===== config.mk =====
export PLATFORM = sky130hd
export DESIGN_NAME = seg_mux_driver
export DESIGN_NICKNAME = d
export VERILOG_FILES = /design/src/rtl/seg_mux_driver.sv
export SDC_FILE = /design/constraint.sdc
export NUM_CORES = 1
export LEC_CHECK = 0
export ABC_AREA = 1
export ABC_CLOCK_PERIOD_IN_PS = 1600
export BUFFER_PORTS_ARGS = -buffer_cell sky130_fd_sc_hd__clkbuf_2
export CORE_AREA = 3 3 73 75
export DETAILED_ROUTE_END_ITERATION = 8
export DIE_AREA = 0 0 76 78
export PLACE_DENSITY = 0.78
export SETUP_SLACK_MARGIN = 0.15
export SYNTH_ARGS = -nofsm -noshare
export SYNTH_HDL_FRONTEND = slang
export SYNTH_SLANG_ARGS = --single-unit

===== constraint.sdc =====
create_clock -name clk -period 1.6 [get_ports clk]
set_input_delay 0 -clock clk [delete_from_list [all_inputs] [get_ports clk]]
set_output_delay 0 -clock clk [all_outputs]
set_load 0.02 [all_outputs]

===== src/rtl/seg_mux_driver.sv =====
// Time-multiplexed seven-segment driver: hex decode, blanking, decimal points,
// leading-zero suppression, dead-time gap and frame-synchronous double buffering.
module seg_mux_driver #(
    parameter int DIGITS         = 2,
    parameter int REFRESH_DIV    = 1024,
    parameter int DEADTIME       = 16,
    parameter bit SEG_ACTIVE_LOW = 1'b1,
    parameter bit EN_ACTIVE_LOW  = 1'b1
) (
    input  logic                clk,
    input  logic                reset_n,
    input  logic [4*DIGITS-1:0] hexVals,
    input  logic [DIGITS-1:0]   dpIn,
    input  logic [DIGITS-1:0]   blankIn,
    input  logic                lzs,
    input  logic                load,
    output logic [6:0]          seg,
    output logic                dp,
    output logic [DIGITS-1:0]   en,
    output logic                frameStart
);

    localparam int IDX_W   = (DIGITS > 1) ? $clog2(DIGITS) : 1;
    localparam int CNT_MAX = (REFRESH_DIV > DEADTIME) ? REFRESH_DIV : DEADTIME;
    localparam int CNT_W   = (CNT_MAX > 1) ? $clog2(CNT_MAX) : 1;

    localparam logic [IDX_W-1:0] LAST_IDX = IDX_W'(DIGITS - 1);
    localparam logic [CNT_W-1:0] SHOW_TC  = CNT_W'(REFRESH_DIV - 1);
    localparam logic [CNT_W-1:0] GAP_TC   = CNT_W'((DEADTIME > 0) ? DEADTIME - 1 : 0);

    localparam logic [0:0] SHOW = 1'b0;
    localparam logic [0:0] GAP  = 1'b1;

    localparam logic [6:0]        SEG_POL = {7{SEG_ACTIVE_LOW}};
    localparam logic              DP_POL  = SEG_ACTIVE_LOW;
    localparam logic [DIGITS-1:0] EN_POL  = {DIGITS{EN_ACTIVE_LOW}};

    logic [0:0]          state;
    logic [IDX_W-1:0]    idx;
    logic [CNT_W-1:0]    cnt;

    logic [4*DIGITS-1:0] pHex;
    logic [DIGITS-1:0]   pDp;
    logic [DIGITS-1:0]   pBlank;
    logic                pLzs;

    logic [4*DIGITS-1:0] aHex;
    logic [DIGITS-1:0]   aDp;
    logic [DIGITS-1:0]   aBlank;
    logic                aLzs;

    logic                showTc;
    logic                gapTc;
    logic                advance;
    logic                wrap;
    logic [IDX_W-1:0]    idxNext;

    logic [3:0]          curNib;
    logic                curBlank;
    logic                curDp;
    logic                upperZero;
    logic                lzDark;
    logic                dark;
    logic [6:0]          segOn;
    logic                dpOn;
    logic [DIGITS-1:0]   enOn;

    // Active-high segment pattern, bit 0 = a .. bit 6 = g.
    function automatic logic [6:0] decodeHex(input logic [3:0] nib);
        logic [6:0] pattern;
        case (nib)
            4'h0: pattern = 7'h3F;
            4'h1: pattern = 7'h06;
            4'h2: pattern = 7'h5B;
            4'h3: pattern = 7'h4F;
            4'h4: pattern = 7'h66;
            4'h5: pattern = 7'h6D;
            4'h6: pattern = 7'h7D;
            4'h7: pattern = 7'h07;
            4'h8: pattern = 7'h7F;
            4'h9: pattern = 7'h67;
            4'hA: pattern = 7'h77;
            4'hB: pattern = 7'h7C;
            4'hC: pattern = 7'h39;
            4'hD: pattern = 7'h5E;
            4'hE: pattern = 7'h79;
            default: pattern = 7'h71;
        endcase
        return pattern;
    endfunction

    // With no dead time the SHOW terminal count advances the digit directly.
    always_comb begin
        showTc  = (state == SHOW) && (cnt == SHOW_TC);
        gapTc   = (state == GAP) && (cnt == GAP_TC);
        advance = gapTc || (showTc && (DEADTIME == 0));
        wrap    = advance && (idx == LAST_IDX);
        idxNext = (idx == LAST_IDX) ? '0 : idx + IDX_W'(1);
    end

    always_ff @(posedge clk or negedge reset_n) begin
        if (!reset_n) begin
            state <= SHOW;
            idx   <= '0;
            cnt   <= '0;
        end else if (state == SHOW) begin
            if (showTc) begin
                cnt <= '0;
                if (DEADTIME == 0) begin
                    idx <= idxNext;
                end else begin
                    state <= GAP;
                end
            end else begin
                cnt <= cnt + CNT_W'(1);
            end
        end else begin
            if (gapTc) begin
                cnt   <= '0;
                idx   <= idxNext;
                state <= SHOW;
            end else begin
                cnt <= cnt + CNT_W'(1);
            end
        end
    end

    // A load on the commit edge goes straight into the active buffer as well.
    always_ff @(posedge clk or negedge reset_n) begin
        if (!reset_n) begin
            pHex   <= '0;
            pDp    <= '0;
            pBlank <= '0;
            pLzs   <= 1'b0;
            aHex   <= '0;
            aDp    <= '0;
            aBlank <= '0;
            aLzs   <= 1'b0;
        end else begin
            if (load) begin
                pHex   <= hexVals;
                pDp    <= dpIn;
                pBlank <= blankIn;
                pLzs   <= lzs;
            end
            if (wrap) begin
                aHex   <= load ? hexVals : pHex;
                aDp    <= load ? dpIn    : pDp;
                aBlank <= load ? blankIn : pBlank;
                aLzs   <= load ? lzs     : pLzs;
            end
        end
    end

    // Scan from the top digit down so upperZero covers idx..DIGITS-1 when idx is reached.
    always_comb begin
        curNib    = 4'h0;
        curBlank  = 1'b0;
        curDp     = 1'b0;
        upperZero = 1'b1;
        lzDark    = 1'b0;
        for (int i = DIGITS - 1; i >= 0; i--) begin
            upperZero = upperZero && (aHex[4*i +: 4] == 4'h0);
            if (idx == IDX_W'(i)) begin
                curNib   = aHex[4*i +: 4];
                curBlank = aBlank[i];
                curDp    = aDp[i];
                lzDark   = aLzs && (i != 0) && upperZero;
            end
        end
        dark = curBlank || lzDark;
    end

    always_comb begin
        segOn = 7'h00;
        dpOn  = 1'b0;
        enOn  = '0;
        if (state == SHOW) begin
            if (!dark) begin
                segOn = decodeHex(curNib);
                dpOn  = curDp;
            end
            for (int i = 0; i < DIGITS; i++) begin
                enOn[i] = (idx == IDX_W'(i));
            end
        end
    end

    always_ff @(posedge clk or negedge reset_n) begin
        if (!reset_n) begin
            seg        <= SEG_POL;
            dp         <= DP_POL;
            en         <= EN_POL;
            frameStart <= 1'b0;
        end else begin
            seg        <= segOn ^ SEG_POL;
            dp         <= dpOn ^ DP_POL;
            en         <= enOn ^ EN_POL;
            frameStart <= (state == SHOW) && (idx == '0) && (cnt == '0);
        end
    end

endmodule

==> summary.md <==
| Metric | Value |
|---|---|
| Layout cells sized above 1 | 25.6% |
| Drt via density | 4.88 |
| DRT Wirelength | 4890 um |
| Fmax | 695 MHz |
| Row count | 25 |
| Fillers | 378 |
| ANT cells | 0 |
| Initial core utilization | 51.3% |
| Synthesis-to-layout area growth | 25.8% |
| Synth Net Count | 326 |
| Endpoints failing setup | 0 |
| Clk_lat worst skew | 0.30 ns |
| Slew @ Worst Pin | 0.519 ns |
| Worst setup EP type | flip-flop |
| Clock Sinks | 49 |
| Cells after synthesis | 303 |
| First-pass DRT Iterations | 4 |
| Die area | 5930 um2 |
| Mux cell area share after synthesis | 0% |
| RR Endpoint | aHex[0]$_DFFE_PN0P_ |
| Worst min path class | input pin to async pin |
| Synth Cell Area | 2420 um2 |
| Final nets | 378 |
| PortBufs | 26 |
| Seq cells post-synth | 49 |
| Post-synth ARST share | 100% |
| # IOs | 27 |
| Simple-gate share of the synthesized area | 32.9% |
| Mean Syn Cell Area | 8.00 um2 |
| Most frequent cell after synthesis | nand2_1 |
| PD cells | 694 nW/um2 |
| Max clock buf depth | 2 |
| WS Path Type | flip-flop to flip-flop |
| Root buf cell | clkbuf_8 |
| Synth cell types | 22 |
| First-pass GRT wire length | 8460 um |
| Leakage | 1.47 nW |
| Antenna Nets Post-Route | 0 |
| DR WL/cell | 11.6 um |
| Ys flop type | dfrtp_1 |
| Synth top cells by count | nand2_1 (102), dfrtp_1 (39), inv_1 (34), nor2_1 (26), nand3_1 (24) |
| Gpl congestion | 0.846 |
| Congestion Overflow GR | 0 |
| Aggregate global-route resource usage | 17.4% |
| CTS buffer count | 5 |
| Core footprint | 4720 um2 |
| Outcome | finished, final reports clean |
| Max cap viols | 0 |
| Adder-Cell Fraction of Synth Area | 3.61% |
| Largest family of logic cells by synthesized area | simple AND/OR/NAND/NOR gates |
| RSZ-0062 raised after global routing | true |
| H-Tree Depth | 2 |
| Final min period | 1.44 ns |
| Post-synthesis xor/xnor area fraction | 1.08% |
| Clk slew on worst S/H paths | 0.09 ns |
| Antenna violations before repair | 0 |
| Yosys warns | 0 |
| Vias in the first global route | 1963 |
| TNS Setup | 0 ns |
| Post-DP HPWL | 3390 um |
| CP Data Required Time | 1.85 ns |
| Iteration-0 DRC Markers | 129 |
| Post-synth EDFFs | 0 |
| R2R Setup Slk | 0.16 ns |
| Clk_skew | 0.00466 ns |
| Worst R2R Start | cnt[0]$_DFF_PN0_ |
| Final worst path period share | 89.9% |
| Fin util | 64.6% |
| Reg2reg path depth | 8 |
| Max-slew violations | 0 |
| Yosys top cell area share | 40.2% |
| Top post-synthesis cells by area | dfrtp_1 (40%), nand2_1 (16%), dfstp_2 (11%), inv_1 (5.3%), nand3_1 (5.0%) |
| Max_slew headroom | 65.4% |
| Worst vdd ir | 0.472 mV |
| Worst Path Arrival | 1.68 ns |
| Largest net degree at the start of global routing | 27 |
| DRC Markers | 0 |
| Synth area leader | dfrtp_1 |
| Fin. Hold Viols | 0 |
| CP Launch Type | flip-flop |
| Routed vias | 2065 |
| Sequential share of the synthesized area | 51.1% |
| Synth Area in Compound Gates | 3.51% |
| CTS tree | done |
| CP Max Fanout | 14 |
| Die W | 76 um |
| Die Y | 78 um |
## repair_timing
action,CTS,global route
endpoints found under the setup margin,2,28
setup buffers,1,4
gates resized for setup,0,32
hold buffers,14,0
pin swaps,0,18
hold endpoints to repair,31,0
## cells in the final DEF (no fill, tap or decap), drive strengths merged, types with 7 or more instances in the layout
cell type,Yosys,final
dfrtp,39,39
dlygate4sd3,0,14
nor2,28,28
buf,8,14
o21ai,15,15
nand3,24,24
dfstp,10,10
nand2,106,106
clkbuf,1,31
nand4,16,16
ha,7,7
inv,36,36
## registers in the layout, summed over array words and instances (netlist names), 2 cells and up
name / cells
cnt: 10
aHex: 8
pHex: 8
seg: 7
aBlank: 2
aDp: 2
en: 2
pBlank: 2
pDp: 2
## layer usage
layer | vias up | routed length (um) | GRT usage [%]
met5 | - | 0 | 0
met4 | 0 | 108 | 6.70
met3 | 11 | 259 | 3.94
met2 | 65 | 2280 | 29.2
met1 | 932 | 2250 | 22.0
li1 | 1057 | - | -
## worst max-delay path, stage by stage (launching register included)
cell and delay [ns]:
dfrtp_1 0.44, ha_4 0.17, nand2_4 0.06, nor2_4 0.18, inv_2 0.06, nor2_4 0.15, buf_12 0.15, nand4_1 0.09
nand2_1 0.08
## through the flow
step / power (mW) / hold slack [ns] / instance area (um2) / cells / worst slack [ns]
floorplan: 1.33 / -0.296 / 2430 / 303 / 0.157
global placement: 1.39 / -0.000424 / 2670 / 396 / 0.161
detailed placement: 1.39 / -0.00859 / 2670 / 396 / 0.136
CTS: 2.14 / 0.214 / 2910 / 419 / 0.160
global route: 2.21 / 0.242 / 3050 / 423 / 0.0578
finish: 2.12 / 0.201 / 3050 / 423 / 0.162
## power breakdown
| part | total (mW) | switching, mW | internal (mW) |
|---|---|---|---|
| Sequential | 1.28 | 0.00834 | 1.27 |
| Clock | 0.726 | 0.419 | 0.307 |
| Combinational | 0.116 | 0.0650 | 0.0511 |
## final cells by class
cell class	count	area (um2)	area share (%)
clock buffer	5	68.8	2.26
tap	67	83.8	2.75
inverter	36	140	4.59
timing repair buffer	54	399	13.1
clock inverter	3	22.5	0.738
multi-input combinational	209	1100	36.0
sequential	49	1240	40.6
## worst max-delay path by stage
stage                                endpoint              from  slack, ns  cells after the start
final                     aHex[0]$_DFFE_PN0P_  cnt[0]$_DFF_PN0_       0.16                      8
after global routing         cnt[5]$_DFF_PN0_  cnt[0]$_DFF_PN0_       0.06                      6
after CTS                  aDp[1]$_DFFE_PN0P_  cnt[1]$_DFF_PN0_       0.16                      8
after detailed placement     seg[3]$_DFF_PN1_   idx$_DFFE_PN0P_       0.14                     11
after global placement       seg[3]$_DFF_PN1_   idx$_DFFE_PN0P_       0.16                     10
after floorplan              seg[3]$_DFF_PN1_   idx$_DFFE_PN0P_       0.16                     10
## kinds of logic after synthesis
| family | count (synthesis) |
|---|---|
| compound gates | 17 |
| buf+inv | 45 |
| xor+xnor | 3 |
| simple gates | 182 |
| fa+ha+maj | 7 |
| flops | 49 |
Power figures use the tool's default switching activity.
